## src/rtl/serial_pattern_tx.sv

```systemverilog
// serial_pattern_tx: captures an 8-bit pattern and shifts bits len..0 out
// MSB-first on a registered serial line, repeating the frame repeat_cnt+1
// times back-to-back, then pulses done for one cycle.
//
// Handshake: a transmission is accepted on a rising edge where load=1 and
// ready=1 (IDLE). ready stays high until that edge and drops the cycle the
// first bit appears; load at any other time is dropped, never queued.
module serial_pattern_tx (
  input  logic       clk,
  input  logic       rst,
  input  logic       load,
  input  logic [7:0] pattern,
  input  logic [2:0] len,
  input  logic [3:0] repeat_cnt,
  input  logic       abort,
  output logic       data,
  output logic       ready,
  output logic       busy,
  output logic       done
);

  localparam logic [1:0] IDLE  = 2'd0;
  localparam logic [1:0] SHIFT = 2'd1;
  localparam logic [1:0] DONE  = 2'd2;

  logic [1:0] state;
  logic [7:0] pat_q;
  logic [2:0] len_q;
  logic [2:0] bit_idx;    // index of the bit currently on data
  logic [3:0] frame_cnt;  // frames still to send after the current one

  logic [2:0] next_idx;

  // Index of the following bit within the current frame.
  always_comb begin
    next_idx = bit_idx - 3'd1;
  end

  // Status outputs decode directly from the registered state.
  always_comb begin
    ready = (state == IDLE);
    busy  = (state == SHIFT);
    done  = (state == DONE);
  end

  // Main FSM: capture on accept, shift bits, reload between frames, finish.
  always_ff @(posedge clk or posedge rst) begin
    if (rst) begin
      state     <= IDLE;
      data      <= 1'b0;
      pat_q     <= 8'd0;
      len_q     <= 3'd0;
      bit_idx   <= 3'd0;
      frame_cnt <= 4'd0;
    end else begin
      case (state)
        IDLE: begin
          // load wins over abort here: abort only cancels a running frame.
          if (load) begin
            pat_q     <= pattern;
            len_q     <= len;
            bit_idx   <= len;
            frame_cnt <= repeat_cnt;
            data      <= pattern[len];
            state     <= SHIFT;
          end else begin
            data <= 1'b0;
          end
        end
        SHIFT: begin
          if (abort) begin
            data  <= 1'b0;
            state <= IDLE;
          end else if (bit_idx != 3'd0) begin
            bit_idx <= next_idx;
            data    <= pat_q[next_idx];
          end else if (frame_cnt != 4'd0) begin
            // Next frame starts immediately, no idle gap.
            frame_cnt <= frame_cnt - 4'd1;
            bit_idx   <= len_q;
            data      <= pat_q[len_q];
          end else begin
            data  <= 1'b0;
            state <= DONE;
          end
        end
        DONE: begin
          data  <= 1'b0;
          state <= IDLE;
        end
        default: begin
          data  <= 1'b0;
          state <= IDLE;
        end
      endcase
    end
  end

endmodule
```

## config.mk

```make
export PLATFORM = sky130hd
export DESIGN_NAME = serial_pattern_tx
export DESIGN_NICKNAME = d
export VERILOG_FILES = /design/src/rtl/serial_pattern_tx.sv
export SDC_FILE = /design/constraint.sdc
export NUM_CORES = 1
export LEC_CHECK = 0
export ABC_AREA = 0
export CAP_MARGIN = 25
export CORE_UTILIZATION = 45
export DETAILED_ROUTE_END_ITERATION = 6
export GPL_TIMING_DRIVEN = 0
export MAX_ROUTING_LAYER = met4
export PLACE_DENSITY = 0.7
export REMOVE_ABC_BUFFERS = 1
export SLEW_MARGIN = 5
export SYNTH_ARGS = -nofsm -noshare
export SYNTH_HDL_FRONTEND = slang
export SYNTH_SLANG_ARGS = --single-unit
```

## constraint.sdc

```tcl
create_clock -name clk -period 2.1 [get_ports clk]
set_input_delay 0.21 -clock clk [delete_from_list [all_inputs] [get_ports clk]]
set_output_delay 0.21 -clock clk [all_outputs]
set_load 0.005 [all_outputs]
```

; Word level (Yosys, flattened, before mapping)
; Cells that the tools add are included.
[word_totals]
regBits = 21
latchBits = 0
mem_bits_rw = 0
mem_bits_ro = 0
in_bits = 19
out_inout_bits = 4
wordCells = 54
mem_count = 0
[classes]
addsub = 2
mul = 0
div = 0
magnitude_cmp = 3
n_eq_ne = 9
n_shift = 0
muxes = 26
n_bitwise = 0
n_reduce_logical = 8
[ops]
columns = operator, n
row1 = $mux 4, 4
row2 = $lt 3x4->1 const B, 3
row3 = $mux 3, 4
row4 = $bmux 1 s3, 3
row5 = $mux 2, 4
row6 = $pmux 4 s2, 1
row7 = $mux 1, 7
row8 = $ne 2x2->1 const B, 3
row9 = $ne 3x3->1 const B, 2
row10 = $pmux 3 s2, 1
row11 = $reduce_and 5->1, 1
row12 = $pmux 2 s2, 1
row13 = $reduce_and 4->1, 1
row14 = $reduce_bool 4->1, 1
row15 = $sub 4x1->4 const B, 1
row16 = $ne 3x1->1 const B, 1
row17 = $reduce_and 3->1, 1
row18 = $reduce_bool 3->1, 1
row19 = $sub 3x1->3 const B, 1
row20 = $eq 2x1->1 const B, 1
row21 = $eq 2x2->1 const B, 1
row22 = $logic_not 2->1, 1
row23 = $ne 2x1->1 const B, 1
row24 = $pmux 1 s2, 1
row25 = 2 further kinds, 2

; Longest topological paths before layout
; Gate-level depths: netlist (run 1).
[depth]
ltp_word = 6
mapped_depth = 6

; Least setup slack after synthesis (run 1)
; OpenSTA, ideal clock, no wires.
[synth_path]
path_type = register to register
startpoint = register bit_idx[0]
endpoint = register data
t_arrival_ps = 1851
required_ps = 1970
slack_ps = 119
stages_incl_launch_ff = 7
n_path_buf = 0
period_less_slack_ps = 1981
cell_sequence = dfrtp_1 inv_1 ha_1 mux4_2 mux2_1 a22oi_1 o22ai_1
[synth_between]
elab_chain_cells = 6
word_cells_on_any_way = 7
cone_classes = 1 x add/sub / 5 x mux / 1 x reduce/logical
[synth_lines]
columns = item, line
row1 = start: declaration, 29  ; logic [2:0] bit_idx;
row2 = start signal: assignment, 62  ; bit_idx <= len;
row3 = start signal: assignment, 75  ; bit_idx <= next_idx;
row4 = start signal: assignment, 80  ; bit_idx <= len_q;
row5 = $sub 3x1->3, 36  ; next_idx = bit_idx - 3'd1;
row6 = $bmux 1 s3, 76  ; data <= pat_q[next_idx];
row7 = $mux 1 (implied by the code), 76
row8 = $mux 1 *, 74  ; end else if (bit_idx != 3'd0) begin
row9 = $mux 1 *, 71  ; if (abort) begin
row10 = $pmux 1 s2 *, 56  ; case (state)
row11 = end signal: assignment, 64  ; data <= pattern[len];
row12 = end signal: assignment, 76
row13 = end signal: assignment, 81  ; data <= pat_q[len_q];
row14 = end: declaration, 16  ; output logic data,
; Every way passes the cells marked *; elsewhere a longest branch is shown, timed or not. The select of a mux whose other input is x is not followed.
; A chain may end at the register's enable or synchronous reset.

; Final worst setup path (run 1)
; Ends and elaborated chain as after synthesis.

==> qor_table.md, run 1 <==
| Item | Reported |
| --- | --- |
| GPL Wtd Cong | 0.921 |
| Flip-flop cell with the highest count after synthesis | dfrtp_1 |
| Post-synthesis area per instance | 9.31 µm² |
| DP Area | 0.00149 mm² |
| Pin slew with the least headroom to its limit | 803 ps |
| Final worst slack | 104 ps |
| Synth top area share | 41.8% |
| Setup TNS Final | 0 ps |
| Most common cell after layout, fill and taps aside | nand2_1 |
| Data required, critical path | 2270 ps |
| Number of standard cells after synthesis | 135 |
| Total congestion overflow | 0 |
| NumNets Final | 180 |
| Comb power frac | 49.9% |
| P&R area growth vs syn | 23.0% |
| Clock latency at the later pin of the worst-skew pair | 310 ps |
| Max-slew headroom | 46.4% |
| Sequential Power Share | 38.7% |
| Vias | 1064 |
| Pin count of the biggest net entering global routing | 22 |
| Floorplan die height | 54.8 µm |
| Count of routing violations after the opening detailed-route iteration | 26 |
| Minimum clock period after layout | 2000 ps |
| # port buffers | 22 |
| Most frequent cells in the layout | nand2_1 (41), clkdlybuf4s50_1 (22), dfrtp_1 (20) |
| Count of state elements after synthesis | 21 |
| Vias in the first global route | 976 |
| Biggest area contributors in the synthesized netlist | dfrtp_1 (42%), nand2_1 (12%), mux4_2 (7.2%), mux2i_1 (4.0%), ha_1 (3.0%) |
| CP top delay family | multiplexers |
| Total instance count after detailed placement | 182 |
| Wire length of the first global-routing pass | 4.56 mm |
| CTS tree | done |
| CP cell instances | inv_1 -> ha_4 -> mux4_2 -> mux2_1 -> a22oi_1 -> o22ai_1 |
| Post-route non-filler standard cell count | 187 |
| Setup violations, final | 0 |
| Pre-Repair DR Iteration Count | 4 |
| Detailed-route wire length per cell | 15.3 µm |
| Largest area contributor in the netlist | dfrtp_1 |
| Critical Path Max Stage Delay | 510 ps |
| Post-route fraction of the period consumed by the critical path | 95.1% |
| Fin Clk Skew | 11.1 ps |
| Post-route cell area | 0.00155 mm² |
| Number of hold-slack violations in the final timing report | 0 |
| Number of I/O pins | 23 |
| Placement Setup Slack | -87.8 ps |
| DRC violation count after routing | 0 |
| Result of the run | completed |
| Initial antenna violation count | 0 |
| Clk network pwr share | 11.4% |
| Fin Hold WS | 341 ps |
| Worst path slowest cell | mux4_2 |
| Leakage | 0.000698 µW |
| Aggregate routed wire length | 2.85 mm |
| Total inserted antenna cells | 0 |
| Horizontal die dimension | 54.8 µm |
| Crit path DAT | 2170 ps |
| Critical path capture point type | flip-flop |
| Proportion of register bits with asynchronous set or reset after synthesis | 100% |
| Total net switching power | 645 µW |
| Layout cell share with drive strength beyond 1 | 10.2% |
| Buffer levels on the longest clock path | 2 |
| Clock Tree Root | clkbuf_4 |
| Max Slew Vio Count | 0 |
| Placeable core region | 0.00257 mm² |
| Number of nets with antenna violations after detailed routing | 0 |
| Row count | 18 |
| Internal cell power | 1060 µW |
| Clock buffer count from CTS | 3 |
| Post-Synthesis Cell Area | 0.00126 mm² |
| Power per cell area | 1100 mW/mm² |
| CP Launch Type | flip-flop |
| Number of hold buffers added after cts | 0 |
| Count of yosys warnings during synthesis | 0 |
| Startpoint-to-endpoint class of the critical path | reg2reg |
| H-tree depth | 1 |
| Hold/Removal Path Class | in2async |
| Total of fill cells in the finished design | 230 |
| Yosys cell types | 37 |
| F_max | 501 MHz |
| Die Footprint | 0.00301 mm² |
| Switching Fraction | 37.8% |
| Sinks on Clock Net | 21 |
| Worst voltage drop across the vdd grid | 0.632 mV |
| Post-synth EDFFs | 0 |
| Via-per-instance ratio | 5.69 |
| HPWL Detailed | 2.06 mm |
| Overall track demand over capacity in global routing | 22.8% |
| Max-cap check violation count | 0 |
| Proportion of synthesized chip area in sequential cells | 41.8% |
| CP max FO | 3 |
| Starting utilization of the core area | 48.9% |
| Worst path bufs/invs | 1 |
| Clk pin slew, worst setup/hold paths | 120 ps |
-- final timing paths --
kind / from / depth (start not counted) / slack [ps] / end
setup / recovery: bit_idx[0]$_DFFE_PP0P_ / 6 / 100 / data$_DFF_PP0_
hold / removal: rst / 2 / 340 / state[1]$_DFFE_PP0P_
hold reg to reg: pat_q[2]$_DFFE_PP0P_ / 2 / 510 / pat_q[2]$_DFFE_PP0P_
max in group asynchronous: rst / 2 / 1200 / bit_idx[0]$_DFFE_PP0P_
setup reg to reg: bit_idx[0]$_DFFE_PP0P_ / 6 / 100 / data$_DFF_PP0_
min in group clk: pattern[6] / 3 / 450 / pat_q[6]$_DFFE_PP0P_
-- synth_stat cells, types with 2 or more instances --
library cell and instances:
ha_1 3, nor3b_1 2, a21oi_1 5, mux2i_1 5, or3b_1 2, nand2b_1 2
a31oi_1 4, o211ai_1 2, nand2_1 41, clkbuf_1 3, inv_1 5, mux4_2 4
nor2b_1 2, buf_2 2, mux2_2 2, o22ai_1 2, nand3b_1 2, nor2_1 8
dfrtp_1 21
-- per-layer routing --
layer,vias to the layer above,part of all wire [%],track usage (%)
li1,514,-,-
met1,517,44,29.9
met2,29,50,36.3
met3,4,4.9,5.00
met4,0,1.1,3.85
met5,-,0,-
-- logic make-up after synthesis --
kind of cell / count (synthesis) / synth area share, %
compound gates: 20 / 12.1
xor+xnor: 1 / 0.697
fa+ha+maj: 3 / 2.99
buf+inv: 11 / 3.49
flops: 21 / 41.8
mux: 12 / 13.8
simple gates: 67 / 25.1
-- per-stage QoR --
stage                     power [µW]  util, %
after floorplan                 1220        -
after global placement          1400     58.1
after detailed placement        1440     58.1
after CTS                       1650     59.5
after global routing            1840     60.2
final                           1710     60.2
-- power by group through the flow --
| stage | clock, µW | sequential [µW] | combinational [µW] |
|---|---|---|---|
| after CTS | 198 | 659 | 797 |
| after floorplan | 0 | 639 | 581 |
| after detailed placement | 0 | 680 | 759 |
| after global routing | 218 | 680 | 937 |
| final | 195 | 661 | 850 |
| after global placement | 0 | 671 | 731 |
-- final cells by class --
class	count	area [µm²]	share of cell area, %
Clock buffer	4	26.3	1.70
Inverter	6	25.0	1.62
Multi-Input combinational cell	103	702	45.4
Sequential cell	21	527	34.1
Tap cell	30	37.5	2.43
Timing Repair Buffer	23	228	14.7
-- registers in the layout (all words and copies together) (netlist names) --
signal	flops
bit_idx	3
data	1
frame_cnt	4
len_q	3
pat_q	8
state	2
-- what timing repair did --
action | in CTS | in global routing
buffers inserted | 1 | 0
resized for setup | 1 | 3
setup endpoints to repair | 1 | 2
-- worst register-to-register path: stages (launching register included) --
cell	delay [ps]
dfrtp_2	370
inv_1	80
ha_4	290
mux4_2	510
mux2_1	320
a22oi_1	190
o22ai_1	120
Power figures use the tool's default switching activity.
==> inputs of run 2 (changes only) <==
--- a/config.mk
+++ b/config.mk
@@ -8,6 +8,7 @@
 export ABC_AREA = 0
 export CAP_MARGIN = 25
 export CORE_UTILIZATION = 45
+export CTS_CLUSTER_DIAMETER = 100
 export DETAILED_ROUTE_END_ITERATION = 6
 export GPL_TIMING_DRIVEN = 0
 export MAX_ROUTING_LAYER = met4
==> results of run 2 <==
Same layout as run 1: the final DEF is identical, and so are final timing and power.
==> inputs of run 3 (changes only) <==
--- a/config.mk
+++ b/config.mk
@@ -7,12 +7,12 @@
 export LEC_CHECK = 0
 export ABC_AREA = 0
 export CAP_MARGIN = 25
-export CORE_UTILIZATION = 45
+export CORE_UTILIZATION = 35
 export CTS_CLUSTER_DIAMETER = 100
 export DETAILED_ROUTE_END_ITERATION = 6
 export GPL_TIMING_DRIVEN = 0
 export MAX_ROUTING_LAYER = met4
-export PLACE_DENSITY = 0.7
+export PLACE_DENSITY = 0.56
 export REMOVE_ABC_BUFFERS = 1
 export SLEW_MARGIN = 5
 export SYNTH_ARGS = -nofsm -noshare
==> run 3 against run 2 <==
- final area grew 1.4%
- die area grew 27%
- sequential power decreased by 0.6%
- via count is 2.0% lower
- count of clock-buffer cells in the layout fell by 1
- final cell count rose by 8.6%
- highest routed layer unchanged
- non-clock buffer count is the same
==> qor_table.md, run 3 (synthesis gave the netlist of run 1 again) <==
| Item | Reported |
| --- | --- |
| Hold/Removal Path Class | in2async |
| Via-per-instance ratio | 5.14 |
| Crit path DAT | 2200 ps |
| CTS tree | done |
| Post-route cell area | 0.00157 mm² |
| Wire length of the first global-routing pass | 4.67 mm |
| Detailed-route wire length per cell | 14.1 µm |
| Power per cell area | 1080 mW/mm² |
| Critical path capture point type | flip-flop |
| Number of hold buffers added after cts | 0 |
| Total congestion overflow | 0 |
| Initial antenna violation count | 0 |
| Vias | 1043 |
| Number of nets with antenna violations after detailed routing | 0 |
| Max-cap check violation count | 0 |
| Clk pin slew, worst setup/hold paths | 120 ps |
| HPWL Detailed | 2.10 mm |
| Startpoint-to-endpoint class of the critical path | reg2reg |
| Aggregate routed wire length | 2.87 mm |
| Clock Tree Root | clkbuf_4 |
| CP Launch Type | flip-flop |
| Fin Hold WS | 348 ps |
| Critical Path Max Stage Delay | 500 ps |
| Count of routing violations after the opening detailed-route iteration | 65 |
| Vias in the first global route | 982 |
| CP cell instances | inv_1 -> ha_4 -> mux4_2 -> mux2_1 -> a22oi_1 -> o22ai_1 |
| F_max | 495 MHz |
| DP Area | 0.00151 mm² |
| Max-slew headroom | 45.0% |
| Largest register by flop count | pat_q |
| Setup TNS Final | 0 ps |
| Most common cell after layout, fill and taps aside | nand2_1 |
| H-tree depth | 1 |
| DRC violation count after routing | 0 |
| Worst voltage drop across the vdd grid | 0.407 mV |
| Clock buffer count from CTS | 3 |
| P&R area growth vs syn | 24.7% |
| Post-route fraction of the period consumed by the critical path | 96.2% |
| Row count | 21 |
| Layout cell share with drive strength beyond 1 | 10.8% |
| Pre-Repair DR Iteration Count | 4 |
| Combined area of the multi-input logic cells | 702 µm² |
| Largest registers | pat_q: 8 flops, frame_cnt: 4 flops |
| Number of I/O pins | 23 |
| Starting utilization of the core area | 37.1% |
| Overall track demand over capacity in global routing | 17.7% |
| Sinks on Clock Net | 21 |
| Setup violations, final | 0 |
| NumNets Final | 180 |
| GPL Wtd Cong | 0.761 |
| Total inserted antenna cells | 0 |
| Fin Clk Skew | 3.93 ps |
| Die Footprint | 0.00383 mm² |
| RSZ-0062 raised after global routing | no |
| Pin count of the biggest net entering global routing | 22 |
| Max Slew Vio Count | 0 |
| Buffer levels on the longest clock path | 2 |
| Sequential cell area | 527 µm² |
| Total of fill cells in the finished design | 335 |
| Max FFs per register | 8 |
| Floorplan die height | 61.9 µm |
| # port buffers | 22 |
| Most frequent cells in the layout | nand2_1 (41), clkdlybuf4s50_1 (22), dfrtp_1 (20) |
| Number of hold-slack violations in the final timing report | 0 |
| Result of the run | completed |
| Horizontal die dimension | 61.9 µm |
| Pin slew with the least headroom to its limit | 824 ps |
| Clock latency at the later pin of the worst-skew pair | 310 ps |
| Leakage | 0.000700 µW |
| Data required, critical path | 2280 ps |
| Worst path slowest cell | mux4_2 |
| Minimum clock period after layout | 2020 ps |
| CP max FO | 3 |
| Placeable core region | 0.00339 mm² |
[run 3: changes by cell type in the layout (fill, tap and decap cells not counted)]
cell,delta
clkinv_2,+1
clkbuf_1,-1
[run 3: worst max-delay path: cells and delay by family (launching register included)]
kind            cells  cell delay (ps)
fa+ha+maj           1              290
mux                 2              800
buf+inv             1               80
flops               1              380
compound gates      2              330
[run 3: report_power, final]
| part | switching, µW | internal (µW) | total, µW |
|---|---|---|---|
| clock | 129 | 71.1 | 200 |
| sequential | 119 | 538 | 657 |
| combinational | 389 | 446 | 835 |
| total | 637 | 1060 | 1690 |
[run 3: what timing repair did]
action                     in CTS  in global routing
setup endpoints to repair       1                  2
resized for setup               1                  3
buffers inserted                1                  0
[run 3: routing by layer]
layer	part of all wire [%]	GRT usage, %	wire (µm)	vias up
li1	-	-	-	517
met1	48	23.9	1380	504
met2	49	27.6	1390	20
met3	2.5	1.86	71	2
met4	0.66	6.67	19	0
met5	0	-	0	-
[run 3: final timing paths]
kind	end	slack, ps	cells past startpoint	startpoint
max	data$_DFF_PP0_	80	6	bit_idx[0]$_DFFE_PP0P_
min	pat_q[3]$_DFFE_PP0P_	350	2	rst
max reg2reg	data$_DFF_PP0_	80	6	bit_idx[0]$_DFFE_PP0P_
min reg2reg	frame_cnt[0]$_DFFE_PP0P_	520	1	frame_cnt[0]$_DFFE_PP0P_
max in group asynchronous	bit_idx[0]$_DFFE_PP0P_	1190	2	rst
min in group clk	pat_q[0]$_DFFE_PP0P_	440	3	pattern[0]
[run 3: stage by stage]
stage          utilization (%)  power, µW  setup WS, ps  std cells
4_1_cts                   45.7       1670          2.79        203
5_1_grt                   46.2       1840          15.0        203
6_report                  46.2       1690          80.8        203
2_1_floorplan                -       1220           110        130
3_5_place_dp              44.6       1440         -98.0        198
3_3_place_gp              44.6       1420         -58.4        198
[run 3: cell type report]
type	instances	share of cell area [%]
Clock buffer	3	1.44
Clock inverter	1	0.319
Inverter	6	1.60
Multi-Input combinational cell	103	44.8
Sequential cell	21	33.6
Tap cell	46	3.67
Timing Repair Buffer	23	14.5
